<file path="src/rtl/dac_sample_scheduler.sv">
// ---------------------------------------------------------------------------
// dac_sample_scheduler
//
// Upstream feeder for the LTC1668 parallel DAC interface. Samples arrive over
// a valid/ready stream and are buffered in a small FIFO. A programmable
// divider produces sample ticks, and each tick issues one FIFO entry to the
// DAC interface as a single-cycle start pulse plus data, never while the DAC
// interface reports busy. Ticks that find the FIFO empty report an underrun;
// ticks that arrive while one is already pending report an overrate.
//
// Optional feature (macro DAC_OFFSET_BINARY_EN):
//   defined   - samples are two's complement; dac_data has bit 15 inverted
//               (offset binary for the DAC).
//   undefined - dac_data is the popped sample unchanged (straight binary).
//   The FIFO always stores the raw sample; conversion is at the output only.
//
// Ports:
//   clk            system clock
//   reset_n        asynchronous, active-low reset
//   enable         1 = generate sample ticks, 0 = paced output halted
//   rate_div       tick period minus one, in clk cycles
//   clear_flags    1-cycle pulse clearing the sticky flags
//   s_valid        upstream sample valid
//   s_data         upstream sample
//   s_ready        FIFO can accept a sample
//   dac_busy       busy from the DAC interface
//   dac_start      1-cycle write request to the DAC interface
//   dac_data       sample presented with dac_start, held until next issue
//   fifo_level     current occupancy, 0..FIFO_DEPTH
//   underrun       1-cycle pulse: tick with FIFO empty
//   overrate       1-cycle pulse: tick dropped, one was already pending
//   underrun_flag  sticky underrun
//   overrate_flag  sticky overrate
// ---------------------------------------------------------------------------
module dac_sample_scheduler #(
    parameter int FIFO_DEPTH = 16,
    parameter int ADDR_W     = 4,
    parameter int DIV_W      = 16
) (
    input  logic              clk,
    input  logic              reset_n,
    input  logic              enable,
    input  logic [DIV_W-1:0]  rate_div,
    input  logic              clear_flags,
    input  logic              s_valid,
    input  logic [15:0]       s_data,
    output logic              s_ready,
    input  logic              dac_busy,
    output logic              dac_start,
    output logic [15:0]       dac_data,
    output logic [ADDR_W:0]   fifo_level,
    output logic              underrun,
    output logic              overrate,
    output logic              underrun_flag,
    output logic              overrate_flag
);

    typedef enum logic [1:0] {IDLE, RUN, ACK_WAIT, BUSY_WAIT} state_t;

    localparam logic [ADDR_W:0] FULL_LEVEL = (ADDR_W+1)'(FIFO_DEPTH);

    state_t            state_q, state_d;
    logic [DIV_W-1:0]  divCnt_q, divCnt_d;
    logic [ADDR_W-1:0] wrPtr_q, rdPtr_q;
    logic [ADDR_W:0]   level_q, level_d;
    logic              pend_q, pend_d;
    logic              ackCnt_q;
    logic              dacStart_q;
    logic [15:0]       dacData_q;
    logic              underrun_q, overrate_q;
    logic              underrunFlag_q, overrateFlag_q;
    logic [15:0]       mem [FIFO_DEPTH];

    logic              tick, push, issue, underrunEv, overrateEv, fifoEmpty;
    logic [15:0]       headData;

    // Next-state logic for the divider, pending tick, FIFO level and FSM.
    // A tick in the current cycle counts as pending, which gives the
    // one-cycle tick-to-start latency. A tick that meets an already pending
    // tick is dropped (overrate), even if that pending tick issues now.
    always_comb begin
        tick       = enable && (divCnt_q == rate_div);
        divCnt_d   = (enable && !tick) ? divCnt_q + DIV_W'(1) : '0;
        fifoEmpty  = (level_q == '0);
        push       = s_valid && (level_q != FULL_LEVEL);
        issue      = (state_q == RUN) && enable && (pend_q || tick) && !fifoEmpty;
        underrunEv = (state_q == RUN) && enable && (pend_q || tick) && fifoEmpty;
        overrateEv = tick && pend_q;

        state_d = state_q;
        case (state_q)
            IDLE: begin
                if (enable) state_d = RUN;
            end
            RUN: begin
                if (!enable)    state_d = IDLE;
                else if (issue) state_d = ACK_WAIT;
            end
            // Second cycle without busy means the DAC never acknowledged.
            ACK_WAIT: begin
                if (dac_busy)      state_d = BUSY_WAIT;
                else if (ackCnt_q) state_d = enable ? RUN : IDLE;
            end
            BUSY_WAIT: begin
                if (!dac_busy) state_d = enable ? RUN : IDLE;
            end
            default: state_d = IDLE;
        endcase

        pend_d = pend_q;
        if (issue || underrunEv || (state_d == IDLE)) pend_d = 1'b0;
        else if (tick)                                 pend_d = 1'b1;

        level_d = level_q;
        if (push && !issue)      level_d = level_q + (ADDR_W+1)'(1);
        else if (!push && issue) level_d = level_q - (ADDR_W+1)'(1);

`ifdef DAC_OFFSET_BINARY_EN
        headData = {~mem[rdPtr_q][15], mem[rdPtr_q][14:0]};
`else
        headData = mem[rdPtr_q];
`endif
    end

    // Sample storage; contents need no reset since occupancy is tracked
    // by the level register.
    always_ff @(posedge clk) begin
        if (push) mem[wrPtr_q] <= s_data;
    end

    // Handshake FSM with its registered outputs.
    always_ff @(posedge clk or negedge reset_n) begin
        if (!reset_n) begin
            state_q    <= IDLE;
            ackCnt_q   <= 1'b0;
            dacStart_q <= 1'b0;
            dacData_q  <= '0;
            underrun_q <= 1'b0;
            overrate_q <= 1'b0;
        end else begin
            state_q    <= state_d;
            ackCnt_q   <= (state_q == ACK_WAIT) && (state_d == ACK_WAIT);
            dacStart_q <= issue;
            if (issue) dacData_q <= headData;
            underrun_q <= underrunEv;
            overrate_q <= overrateEv;
        end
    end

    // Divider, pending tick, FIFO pointers/level and sticky flags.
    // A set event in the same cycle as clear_flags keeps the flag set.
    always_ff @(posedge clk or negedge reset_n) begin
        if (!reset_n) begin
            divCnt_q       <= '0;
            pend_q         <= 1'b0;
            wrPtr_q        <= '0;
            rdPtr_q        <= '0;
            level_q        <= '0;
            underrunFlag_q <= 1'b0;
            overrateFlag_q <= 1'b0;
        end else begin
            divCnt_q <= divCnt_d;
            pend_q   <= pend_d;
            level_q  <= level_d;
            if (push)  wrPtr_q <= wrPtr_q + ADDR_W'(1);
            if (issue) rdPtr_q <= rdPtr_q + ADDR_W'(1);
            if (underrunEv)       underrunFlag_q <= 1'b1;
            else if (clear_flags) underrunFlag_q <= 1'b0;
            if (overrateEv)       overrateFlag_q <= 1'b1;
            else if (clear_flags) overrateFlag_q <= 1'b0;
        end
    end

    assign s_ready       = (level_q != FULL_LEVEL);
    assign dac_start     = dacStart_q;
    assign dac_data      = dacData_q;
    assign fifo_level    = level_q;
    assign underrun      = underrun_q;
    assign overrate      = overrate_q;
    assign underrun_flag = underrunFlag_q;
    assign overrate_flag = overrateFlag_q;

endmodule
</file>
<file path="config.mk">
export PLATFORM = sky130hd
export DESIGN_NAME = dac_sample_scheduler
export DESIGN_NICKNAME = d
export VERILOG_FILES = /design/src/rtl/dac_sample_scheduler.sv
export SDC_FILE = /design/constraint.sdc
export NUM_CORES = 1
export LEC_CHECK = 0
export CORE_UTILIZATION = 54
export DETAILED_ROUTE_END_ITERATION = 12
export PLACE_DENSITY = 0.78
export SETUP_SLACK_MARGIN = 0.02
export SYNTH_ARGS = -nofsm -noshare
export SYNTH_HDL_FRONTEND = slang
export SYNTH_SLANG_ARGS = --single-unit
</file>
<file path="constraint.sdc">
create_clock -name clk -period 3.2 [get_ports clk]
set_clock_uncertainty 0.1 [all_clocks]
set_input_delay 0.64 -clock clk [delete_from_list [all_inputs] [get_ports clk]]
set_output_delay 0.64 -clock clk [all_outputs]
set_load 0.01 [all_outputs]
</file>
# Word level (Yosys, flattened, before mapping)
# Memories as Yosys holds them, arrays and structs flattened. A register that Yosys moved wholly into a read port is not among the register bits.
# Cells that the tools add are included.
# word_totals
regBits	38
ram_bits	256
inputBits	38
elab_cells	68
mem_count	1
# op_classes
n_reduce_logical	26
add_sub_neg	5
n_eq_ne	6
n_mux	18
# mem_list
name	depth	width	read_ports	rd_clocked_by_memory_dff	write_ports	line_no	source
mem	16	16	1	1	1	72	logic [15:0] mem [FIFO_DEPTH];
# ops
operator	n
$add 16x1->16 const B	1
$eq 16x16->1	1
$mux 16	1
$mux 2	6
$logic_and 1x1->1	11
$mux 5	2
$add 4x1->4 const B	2
$mux 1	8
$pmux 2 s4	1
$reduce_bool 2->1	4
$eq 2x2->1 const B	3
$add 5x1->5 const B	1
$logic_not 1->1	5
$logic_not 5->1	1
$ne 5x5->1 const B	1
$sub 5x1->5 const B	1
$logic_not 2->1	2
$logic_or 1x1->1	3
$eq 2x1->1 const B	1

# Depth between registers and ports, before layout
# Gate-level depths: netlist of run 1.
# logic_depth
word_depth	11
mapped_depth	15
mapped_depth_nobuf	13

# Worst setup path before layout of run 1
# No wires, ideal clock.
# synth_path
path_type	input to register
start	input rate_div[14]
end	register level_q[4] (netlist: fifo_level[4])
required_time_ns	3.021
setup_slack_ns	-0.194
n_path_buf	1
arrival_ns	3.215
cell_stages	14
path_cell_list	xnor2_1 -> nand4_1 -> o41a_1 -> nor2b_2 -> buf_4 -> inv_1 -> ha_1 -> inv_1 -> ha_1 -> nor2b_1 -> o21a_1 -> or3_1 -> a21oi_1 -> xor2_1
# synth_between
elab_chain_len	8
# synth_lines
item	line_no	source
start: declaration	43	input logic [DIV_W-1:0] rate_div,
$eq 16x16->1 (*)	82	tick = enable && (divCnt_q == rate_div);
$logic_and 1x1->1 (*)	82	
$logic_or 1x1->1 (*)	86	issue = (state_q == RUN) && enable && (pend_q || tick) && !fifoEmpty;
$logic_and 1x1->1 (*) (2 in series)	86	
named net issue	74	logic tick, push, issue, underrunEv, overrateEv, fifoEmpty;
$logic_not 1->1	115	if (push && !issue) level_d = level_q + (ADDR_W+1)'(1);
$logic_and 1x1->1	115	
$mux 5 or $reduce_bool 2->1 (tied branches)	n/a	
end signal: assignment	164	level_q <= level_d;
end: declaration	65	logic [ADDR_W:0] level_q, level_d;
# The timed path passes the listed nets; every way through them passes the cells marked *.
# A chain may end at the register's enable or synchronous reset.

# Worst setup path after layout of run 1
# layout_path
start	input rate_div[4]
end	register level_q[4] (netlist: fifo_level[4])
# layout_between
elab_chain_len	8
# layout_lines
item	line_no
$eq 16x16->1 (*)	82
$logic_and 1x1->1 (*)	82
$logic_or 1x1->1 (*)	86
$logic_and 1x1->1 (*) (2 in series)	86
$logic_not 1->1	115
$logic_and 1x1->1	115
$mux 5 or $reduce_bool 2->1 (tied branches)	n/a
# Mark *: on every way between the ends. The rest lies on a longest branch, timed or not.

==> results of run 1 <==
## registers in the layout, summed over array words and instances (netlist names)
signal / flops
ackCnt_q: 1
dac_data: 16
dac_start: 1
divCnt_q: 16
fifo_level: 5
mem: 256
overrate: 1
overrate_flag: 1
pend_q: 1
rdPtr_q: 4
state_q: 2
underrun: 1
underrun_flag: 1
wrPtr_q: 4
## final timing paths
kind                          startpoint       endpoint  slack (ns)
min in group clk                ackCnt_q       ackCnt_q        0.34
setup / recovery             rate_div[4]  fifo_level[4]        0.16
setup reg to reg           fifo_level[0]  fifo_level[4]        0.19
max in group asynchronous        reset_n     rdPtr_q[0]        2.25
hold reg to reg                 ackCnt_q       ackCnt_q        0.34
hold / removal                   reset_n  fifo_level[0]        0.17
## layout make-up
type                       count  area, sq um
tap                          285        356.6
fill                        1465         8068
clock inverter                16        106.4
multi-input combinational    294         3118
sequential                   310         9044
timing repair buffer         105        980.9
inverter                      23        88.84
clock buffer                  40        809.5
## per-layer routing
layer / up-vias / wire length [um]
li1: 2810 / -
met2: 309 / 12630
met3: 50 / 1928
met5: - / 0
met4: 0 / 644
met1: 3315 / 10230
## worst max-delay path, delay by kind of cell
kind                       cells  cell delay, ns
xor gates and xnor gates       2            0.26
and+or+nand+nor                4            0.74
buffers and inverters          3            0.61
adders and majority gates      2            0.36
AOI/OAI and AO/OA              3            0.79
## cells in the mapped netlist (5+ instances only)
cell type | instances | area share [%]
edfxtp_1 | 256 | 62
mux4_2 | 57 | 10
dfrtp_1 | 54 | 11
nor2_1 | 36 | 1.1
mux2i_1 | 33 | 2.7
xnor2_1 | 29 | 2.1
inv_1 | 23 | 0.70
nand2_1 | 16 | 0.49
a21o_1 | 14 | 0.85
clkbuf_1 | 13 | 0.39
a221oi_1 | 11 | 0.78
a222oi_1 | 11 | 0.89
xor2_1 | 11 | 0.78
ha_1 | 10 | 1.0
o21ai_0 | 8 | 0.32
nand4_1 | 7 | 0.35
nor3_1 | 7 | 0.28
buf_2 | 6 | 0.24
buf_4 | 6 | 0.36
nand3_1 | 6 | 0.24
mux2_2 | 5 | 0.46
## logic make-up after synthesis
group                      synth area share [%]
DFF                                       73.07
and+or+nand+nor                           3.621
xor gates and xnor gates                  2.832
buffers and inverters                     2.124
muxes                                     13.84
adders and majority gates                 1.173
AOI/OAI and AO/OA                         3.348
## placed cells by master, fill, tap and decap left out, types with 14 or more instances in the layout
cell type          n
edfxtp_1         256
clkdlybuf4s50_1   63
mux4_2            57
dfrtp_1           52
buf_4             38
nor2_1            36
mux2i_1           33
clkbuf_16         31
xnor2_1           29
inv_1             21
nand2_1           16
a21o_1            14
## metrics by stage
step	hold slack (ns)	setup TNS [ns]	worst slack, ns
2_1_floorplan	0.2444	-0.002907	-0.002907
3_3_place_gp	0.3276	-0.4728	-0.3199
3_5_place_dp	0.3379	-0.7396	-0.3964
4_1_cts	0.1770	0	0.1562
5_1_grt	0.2374	0	0.03694
6_report	0.1652	0	0.1570
## power groups by stage
stage          sequential (W)  clock [W]  combinational [W]
2_1_floorplan         0.00497          0           0.000548
3_3_place_gp          0.00500          0           0.000954
3_5_place_dp          0.00503          0            0.00103
4_1_cts               0.00496    0.00335            0.00104
5_1_grt               0.00498    0.00349            0.00111
6_report              0.00495    0.00330            0.00103
==> reports/metrics.cfg, run 1 <==
[synthesis]
ys.flop_type=edfxtp_1
syn_area_sq_um=12370
synthesis.nets=708
ys_warn_count=0
synth_edf_count=256
syn_inst=659
avgSynthCellArea_sq_um=18.77
ys_seq_area_share_pct=73.07
synth_seq_cells=310
async_reset_ff_share_pct=17.42
yosysUniqueCellTypes=42

[drt]
ant_nets=0
route.detailed.drc=0
viasPerCell=6.043
vias=6484
totalWireLength_um=25430
drt-pass1-iter-count=5
routedWlPerCell_um=23.70
drtIter0Drc=716

[worst_setup_path]
end_kind=flop
worstRegToRegCells=12
required_ns=3.57
arrival_ns=3.41
path_cells=clkdlybuf4s50_1, xnor2_1, nand4_1, o41a_1, nor2b_2, inv_2, ha_4, inv_4, ha_4, nor2b_1, o21a_1, or3_1, a21oi_2, xor2_1
worstSetupPathType=in -> reg
crit_slowest_cell=clkdlybuf4s50_1
startpoint_type=input port
worstPathMaxFanout=4
critPathMaxStageDelay_ns=0.48
cpMostUsedCell=ha_4

[power]
leakagePower_nw=4.873
p_clk_share_pct=35.5
powerDensity_nw_per_um2=640.1
p_sw_share_pct=23.88
p_seq_share_pct=53.4
netSwitchingPower_w=0.002217
ir_drop_v=0.0003928
finalPower_w=0.009283
comb_power_share_pct=11.1
internal_power_w=0.007067

[timing]
rsz0062_at_grt=false
report.final.slew_viol_count=0
hold_viol=0
period_share_pct=95.09
min_period_ns=3.043
relSlewSlack_pct=47.40
worst_pin_slew_ns=0.7890
timing.fmax_mhz=328.6
finalSetupViolCount=0

[run]
drv_cap=0

[global_route]
grt_pass1_wl_um=39180
grt_busiest_layer=met2
grt_pass1_vias=6804
grtUsageMet3_pct=3.459
globalRouteTotalUtil_pct=22.23
use_met1_pct=29.45
grt_max_degree=55
antenna_found_initial=0
overflow=0
grtUsageMet2_pct=38.10

[cts]
cts_tree=done
postCtsResizedCells=0
htreeDepth=1
holdBufCountCts=0
numClockSinks=310
clk_latency_ns=0.55
cts_buffers=31
clk_root_buffer_cell=clkbuf_16
clockBufferDepth=3
path_clk_slew_ns=0.06
post_cts_buffers=0

[floorplan]
rows=55
dieArea_sq_um=23520
core_sq_um=22570
io_pins=65
fp.dieH_um=153.4
start_util_pct=54.81
die_x_um=153.4

[placement]
place.port_buffers=64
place_inst=1017
post_dp_cell_area_sq_um=13590
gp_congestion=0.8197
dpl.hpwl_um=14800

[cells_and_area]
finish.instance_area_sq_um=14500
nNetsFinal=814
layout-drive-gt1-share_pct=19.92
n_antenna_cell=0
finish.utilization_pct=64.26
stdcell_count=1073
area_delta_synth_final_pct=17.24

[outcome]
status=finished clean

[worst_hold_path]
hp-class=in -> async

Power figures use the tool's default switching activity.
==> run 2: changes to the inputs <==
ABC_CLOCK_PERIOD_IN_PS = 3200   (was default)
CORE_UTILIZATION = 57   (was 54)
DONT_BUFFER_PORTS = 1   (was default)
PLACE_DENSITY = 0.77   (was 0.78)
SETUP_SLACK_MARGIN = default   (was 0.02)
==> run 2 against run 1 <==
Compared with the run above: routed wire length fell by 0.70%; sequential share of layout area rose by 2.5 points; power rose by 1.5%; critical path type is now reg -> reg; register-to-register slack improved by 0.02 ns; largest cell class unchanged; non-clock buffer count fell by 68; cell count fell by 7.3%; sequential cell count did not move; hold slack got worse by 0.083 ns.
==> reports/metrics.cfg, run 2 (synthesized netlist as in run 1, its figures left out) <==
[drt]
drt-pass1-iter-count=6  ; +1
ant_nets=0  ; unchanged
route.detailed.drc=0  ; unchanged
drtIter0Drc=599  ; -16%
highest_layer=met4
met3_length_um=1925  ; -0.16%
vias=6213  ; -4.2%
totalWireLength_um=25260  ; -0.70%
viasPerCell=6.244  ; +3.3%
wl_met1_um=9592  ; -6.2%
routedWlPerCell_um=25.38  ; +7.1%
met2_length_um=13060  ; +3.4%

[global_route]
globalRouteTotalUtil_pct=23.75  ; +1.5 points
overflow=0  ; unchanged
antenna_found_initial=0  ; unchanged
grt_pass1_wl_um=38430  ; -1.9%
grt_pass1_vias=6622  ; -2.7%
grt_max_degree=55  ; unchanged

[power]
powerDensity_nw_per_um2=675.2  ; +5.5%
finalPower_w=0.009421  ; +1.5%
ir_drop_v=0.0004918  ; +25%
leakagePower_nw=4.664  ; -4.3%

[timing]
timing.fmax_mhz=334.2  ; +1.7%
hold_viol=0  ; unchanged
worst_pin_slew_ns=0.9768  ; +0.1878 ns
report.final.slew_viol_count=0  ; unchanged
min_period_ns=2.993  ; -0.05037 ns
setup_ws_ns=0.2074  ; +0.05037 ns
relSlewSlack_pct=34.64  ; -13 points
period_share_pct=93.52  ; -1.6 points
rsz0062_at_grt=false
hold_slack_ns=0.08238  ; -0.08278 ns
finalSetupViolCount=0  ; unchanged

[cts]
htreeDepth=1  ; unchanged
path_clk_slew_ns=0.06  ; about the same
clk_latency_ns=0.55  ; about the same
post_cts_buffers=0  ; unchanged
cts_buffers=30  ; -3.2%
postCtsResizedCells=0  ; unchanged
numClockSinks=310  ; unchanged
clockBufferDepth=3  ; unchanged
cts_tree=done
clk_root_buffer_cell=clkbuf_16

[worst_setup_path]
cpMostUsedCell=nand2_1
worstSetupPathType=reg -> reg
worstPathMaxFanout=9  ; +5
startpoint_type=flop
critPathBufInv=1  ; -2
crit_slowest_cell=nor2_1
cpLargestDelayFamily=simple AND/OR/NAND/NOR gates
critPathMaxStageDelay_ns=0.79  ; +0.31 ns
end_kind=flop
required_ns=3.33  ; -0.24 ns
arrival_ns=3.12  ; -0.29 ns
path_cells=nor4_1, nand2_1, and2_1, nand2_1, nor2_1, buf_4

[cells_and_area]
layout-drive-gt1-share_pct=21.25  ; +1.3 points
largest_reg_flops=256  ; unchanged
multi_input_area_sq_um=3123  ; +0.16%
area_delta_synth_final_pct=12.79
n_antenna_cell=0  ; unchanged
seq_area_sq_um=9044  ; unchanged
nNetsFinal=745  ; -8.5%
largest-register=mem
layout_common_cells=edfxtp_1 (256), mux4_2 (57), dfrtp_1 (52)
final_common_cell=edfxtp_1
final.fill_count=1356  ; -7.4%
finish.utilization_pct=65.96  ; +1.7 points

[floorplan]
io_pins=65  ; unchanged
start_util_pct=58.48  ; +3.7 points
dieArea_sq_um=22300  ; -5.2%
core_sq_um=21150  ; -6.3%
fp.dieH_um=149.3  ; -2.6%
rows=53  ; -3.6%
die_x_um=149.3  ; -2.6%

[placement]
dpl.hpwl_um=15240  ; +3.0%
preCtsSetupSlack_ns=0.02786  ; +0.4243 ns
gp_congestion=0.8505  ; +3.8%
place.port_buffers=0  ; -100%

[run]
drv_cap=0  ; unchanged

[outcome]
status=finished clean

[worst_hold_path]
hp-class=in -> reg

[run 2: power by group]
group          internal, W  switching (W)
sequential         0.00477       0.000203
clock              0.00220        0.00142
combinational     0.000314       0.000506
[run 2: through the flow]
stage / cell area, sq um / instances / TNS, ns
after floorplan: 12410 / 659 / -0.002907
after detailed placement: 12890 / 937 / 0
after CTS: 13950 / 995 / 0
final: 13950 / 995 / 0
after global routing: 13950 / 995 / 0
after global placement: 12890 / 937 / 0
[run 2: layer usage]
metal / vias to the layer above / GRT usage (%)
li1: 2674 / -
met1: 3222 / 30.25
met2: 268 / 41.40
met5: - / 0
met4: 0 / 8.010
met3: 49 / 4.098
[run 2: final timing paths]
| check | to | slack [ns] | cells after the start | start |
|---|---|---|---|---|
| max in group asynchronous | dac_data[5] | 2.16 | 2 | reset_n |
| min in group asynchronous | dac_data[1] | 0.55 | 2 | reset_n |
| min reg2reg | ackCnt_q | 0.37 | 1 | ackCnt_q |
| max reg2reg | mem[10][8] | 0.21 | 6 | fifo_level[2] |
| min | mem[6][4] | 0.08 | 0 | s_data[4] |
| max | mem[10][8] | 0.21 | 6 | fifo_level[2] |
[run 2: repair_timing]
item	CTS	global route
hold endpoints to repair	54	0
setup endpoints to repair	0	0
hold buffers	2	0
[run 2: area by class of cell]
cell class	count	area share, %
clock inverters	8	1.067
clock buffers	48	6.304
multi-input cells	294	22.38
well taps	275	2.466
repair buffers	37	2.331
inverters	23	0.6367
flip-flops and latches	310	64.81
[run 2: worst reg2reg max path, cell delays in order, from the launching register on]
cell	delay, ns
dfrtp_1	0.50
nor4_1	0.09
nand2_1	0.14
and2_1	0.44
nand2_1	0.23
nor2_1	0.79
buf_4	0.38
==> run 3: changes to the inputs <==
CTS_CLUSTER_DIAMETER = 40   (was default)
==> run 3 against run 2 <==
Compared with the run above: global-route usage rose by 0.081 points; hold slack improved by 0.045 ns; sequential power barely moved; clock power rose by 11%; clock-buffer cell count fell by 5; power rose by 4.3%; cell area rose by 1.1%; cell count rose by 0.80%; die area did not move; combinational power fell by 0.6%; non-clock buffer count did not move; first-iteration DRC count fell by 8.7%; critical endpoint is now mem[10][7].
==> reports/metrics.cfg, run 3 (synthesized netlist as in run 1, its figures left out) <==
[placement]
gp_congestion=0.8505  ; unchanged
place_inst=937  ; unchanged
dpl.hpwl_um=15240  ; unchanged
place.port_buffers=0  ; unchanged

[cells_and_area]
nNetsFinal=752  ; +0.94%
n_antenna_cell=0  ; unchanged
layout_common_cells=edfxtp_1 (256), mux4_2 (57), dfrtp_1 (52)
final_common_cell=edfxtp_1
area_delta_synth_final_pct=14.07
largest_reg_flops=256  ; unchanged
stdcell_count=1003  ; +0.80%
layout-drive-gt1-share_pct=22.80  ; +1.6 points
largest-register=mem

[floorplan]
dieArea_sq_um=22300  ; unchanged
core_sq_um=21150  ; unchanged
fp.dieH_um=149.3  ; unchanged
rows=53  ; unchanged
die_x_um=149.3  ; unchanged
start_util_pct=58.48  ; unchanged
io_pins=65  ; unchanged

[timing]
relSlewSlack_pct=34.15  ; -0.49 points
rsz0062_at_grt=false
timing.fmax_mhz=333.0  ; -0.35%
hold_viol=0  ; unchanged
worst_pin_slew_ns=0.9842  ; +0.007392 ns
report.final.slew_viol_count=0  ; unchanged
hold_slack_ns=0.1271  ; +0.04475 ns
period_share_pct=93.85  ; +0.33 points
finalSetupViolCount=0  ; unchanged
min_period_ns=3.003  ; +0.01056 ns

[drt]
route.detailed.drc=0  ; unchanged
vias=6289  ; +1.2%
drtIter0Drc=547  ; -8.7%
ant_nets=0  ; unchanged
routedWlPerCell_um=24.83  ; -2.2%
viasPerCell=6.270  ; +0.42%
drt-pass1-iter-count=9  ; +3
totalWireLength_um=24910  ; -1.4%

[outcome]
status=finished clean

[worst_setup_path]
crit_end=mem[10][7]
critPathMaxStageDelay_ns=0.79  ; about the same
reg2reg_to=mem[10][7]
required_ns=3.29  ; -0.04 ns
path_cells=nor4_1, nand2_1, and2_1, nand2_1, nor2_1, buf_4
crit_slowest_cell=nor2_1
worstSetupPathType=reg -> reg
startpoint_type=flop
end_kind=flop
cpMostUsedCell=nand2_1
worstPathMaxFanout=9  ; unchanged
arrival_ns=3.09  ; -0.03 ns
worstRegToRegCells=6  ; unchanged
regToRegStartpoint=fifo_level[2]
timing.critical_path.from=fifo_level[2]
rrSetupSlack_ns=0.20  ; about the same

[cts]
holdBufCountCts=2  ; unchanged
clk_latency_ns=0.51  ; -0.04 ns
numClockSinks=310  ; unchanged
clk_root_buffer_cell=clkbuf_16
htreeDepth=2  ; +1
post_cts_buffers=0  ; unchanged
clockBufferDepth=3  ; unchanged
path_clk_slew_ns=0.06  ; about the same
postCtsResizedCells=0  ; unchanged
cts_tree=done
cts_buffers=37  ; +23%

[power]
p_clk_share_pct=41.1  ; +2.6 points
comb_power_share_pct=8.3  ; -0.4 points
netSwitchingPower_w=0.002274  ; +6.6%
internal_power_w=0.007553  ; +3.6%
ir_drop_v=0.0004291  ; -13%
p_seq_share_pct=50.6  ; -2.2 points
powerDensity_nw_per_um2=696.4  ; +3.1%
p_sw_share_pct=23.14  ; +0.51 points
leakagePower_nw=4.738  ; +1.6%

[worst_hold_path]
whs_path_depth=0  ; unchanged
hp-class=in -> reg
hold_start=s_data[0]

[global_route]
antenna_found_initial=0  ; unchanged
globalRouteTotalUtil_pct=23.83  ; +0.081 points
grt_pass1_vias=6587  ; -0.53%
grt_pass1_wl_um=38300  ; -0.34%
grtUsageMet3_pct=5.015  ; +0.92 points
grt_max_degree=55  ; unchanged
grt_busiest_layer=met2
use_met1_pct=30.02  ; -0.23 points
overflow=0  ; unchanged
grtUsageMet2_pct=40.67  ; -0.72 points

[run]
drv_cap=0  ; unchanged

-- run 3: layout make-up --
class	count	area, sq um
Tap cell	275	344.1
Multi-Input combinational cell	294	3123
Inverter	23	88.84
Fill cell	1341	7043
Clock inverter	21	237.7
Sequential cell	310	9044
Clock buffer	43	948.4
Timing Repair Buffer	37	325.3
-- run 3: how the worst min path moves through the flow --
stage	to	slack, ns
6_report	mem[4][0]	0.13
5_1_grt	mem[10][6]	0.10
4_1_cts	mem[10][6]	0.10
3_5_place_dp	fifo_level[0]	0.25
3_3_place_gp	fifo_level[0]	0.25
2_1_floorplan	ackCnt_q	0.24
-- run 3: per-layer routing --
layer | routed length (um) | share of wire [%] | up-vias
met1 | 9464 | 38 | 3246
met3 | 1885 | 7.6 | 56
met4 | 726 | 2.9 | 0
met5 | 0 | 0 | -
li1 | - | - | 2697
met2 | 12830 | 52 | 290
-- run 3: critical path, delay by kind of cell, from the launching register on --
family | cells | cell delay (ns)
and+or+nand+nor | 5 | 1.71
DFF | 1 | 0.50
buffers and inverters | 1 | 0.38
-- run 3: stage by stage --
step	worst slack [ns]	TNS [ns]	area [sq um]	power [W]	utilization [%]
6_report	0.1968	0	14110	0.009828	66.71
5_1_grt	0.003930	0	14110	0.01017	66.71
4_1_cts	0.1734	0	14110	0.009904	66.71
3_5_place_dp	0.02786	0	12890	0.005850	60.92
3_3_place_gp	0.07503	0	12890	0.005761	60.92
2_1_floorplan	-0.002907	-0.002907	12410	0.005516	-
-- run 3: power groups by stage --
stage          sequential, W  combinational (W)  clock [W]
6_report             0.00498           0.000815    0.00404
5_1_grt              0.00501           0.000899    0.00426
4_1_cts              0.00498           0.000830    0.00410
3_5_place_dp         0.00505           0.000799          0
3_3_place_gp         0.00501           0.000747          0
2_1_floorplan        0.00497           0.000548          0
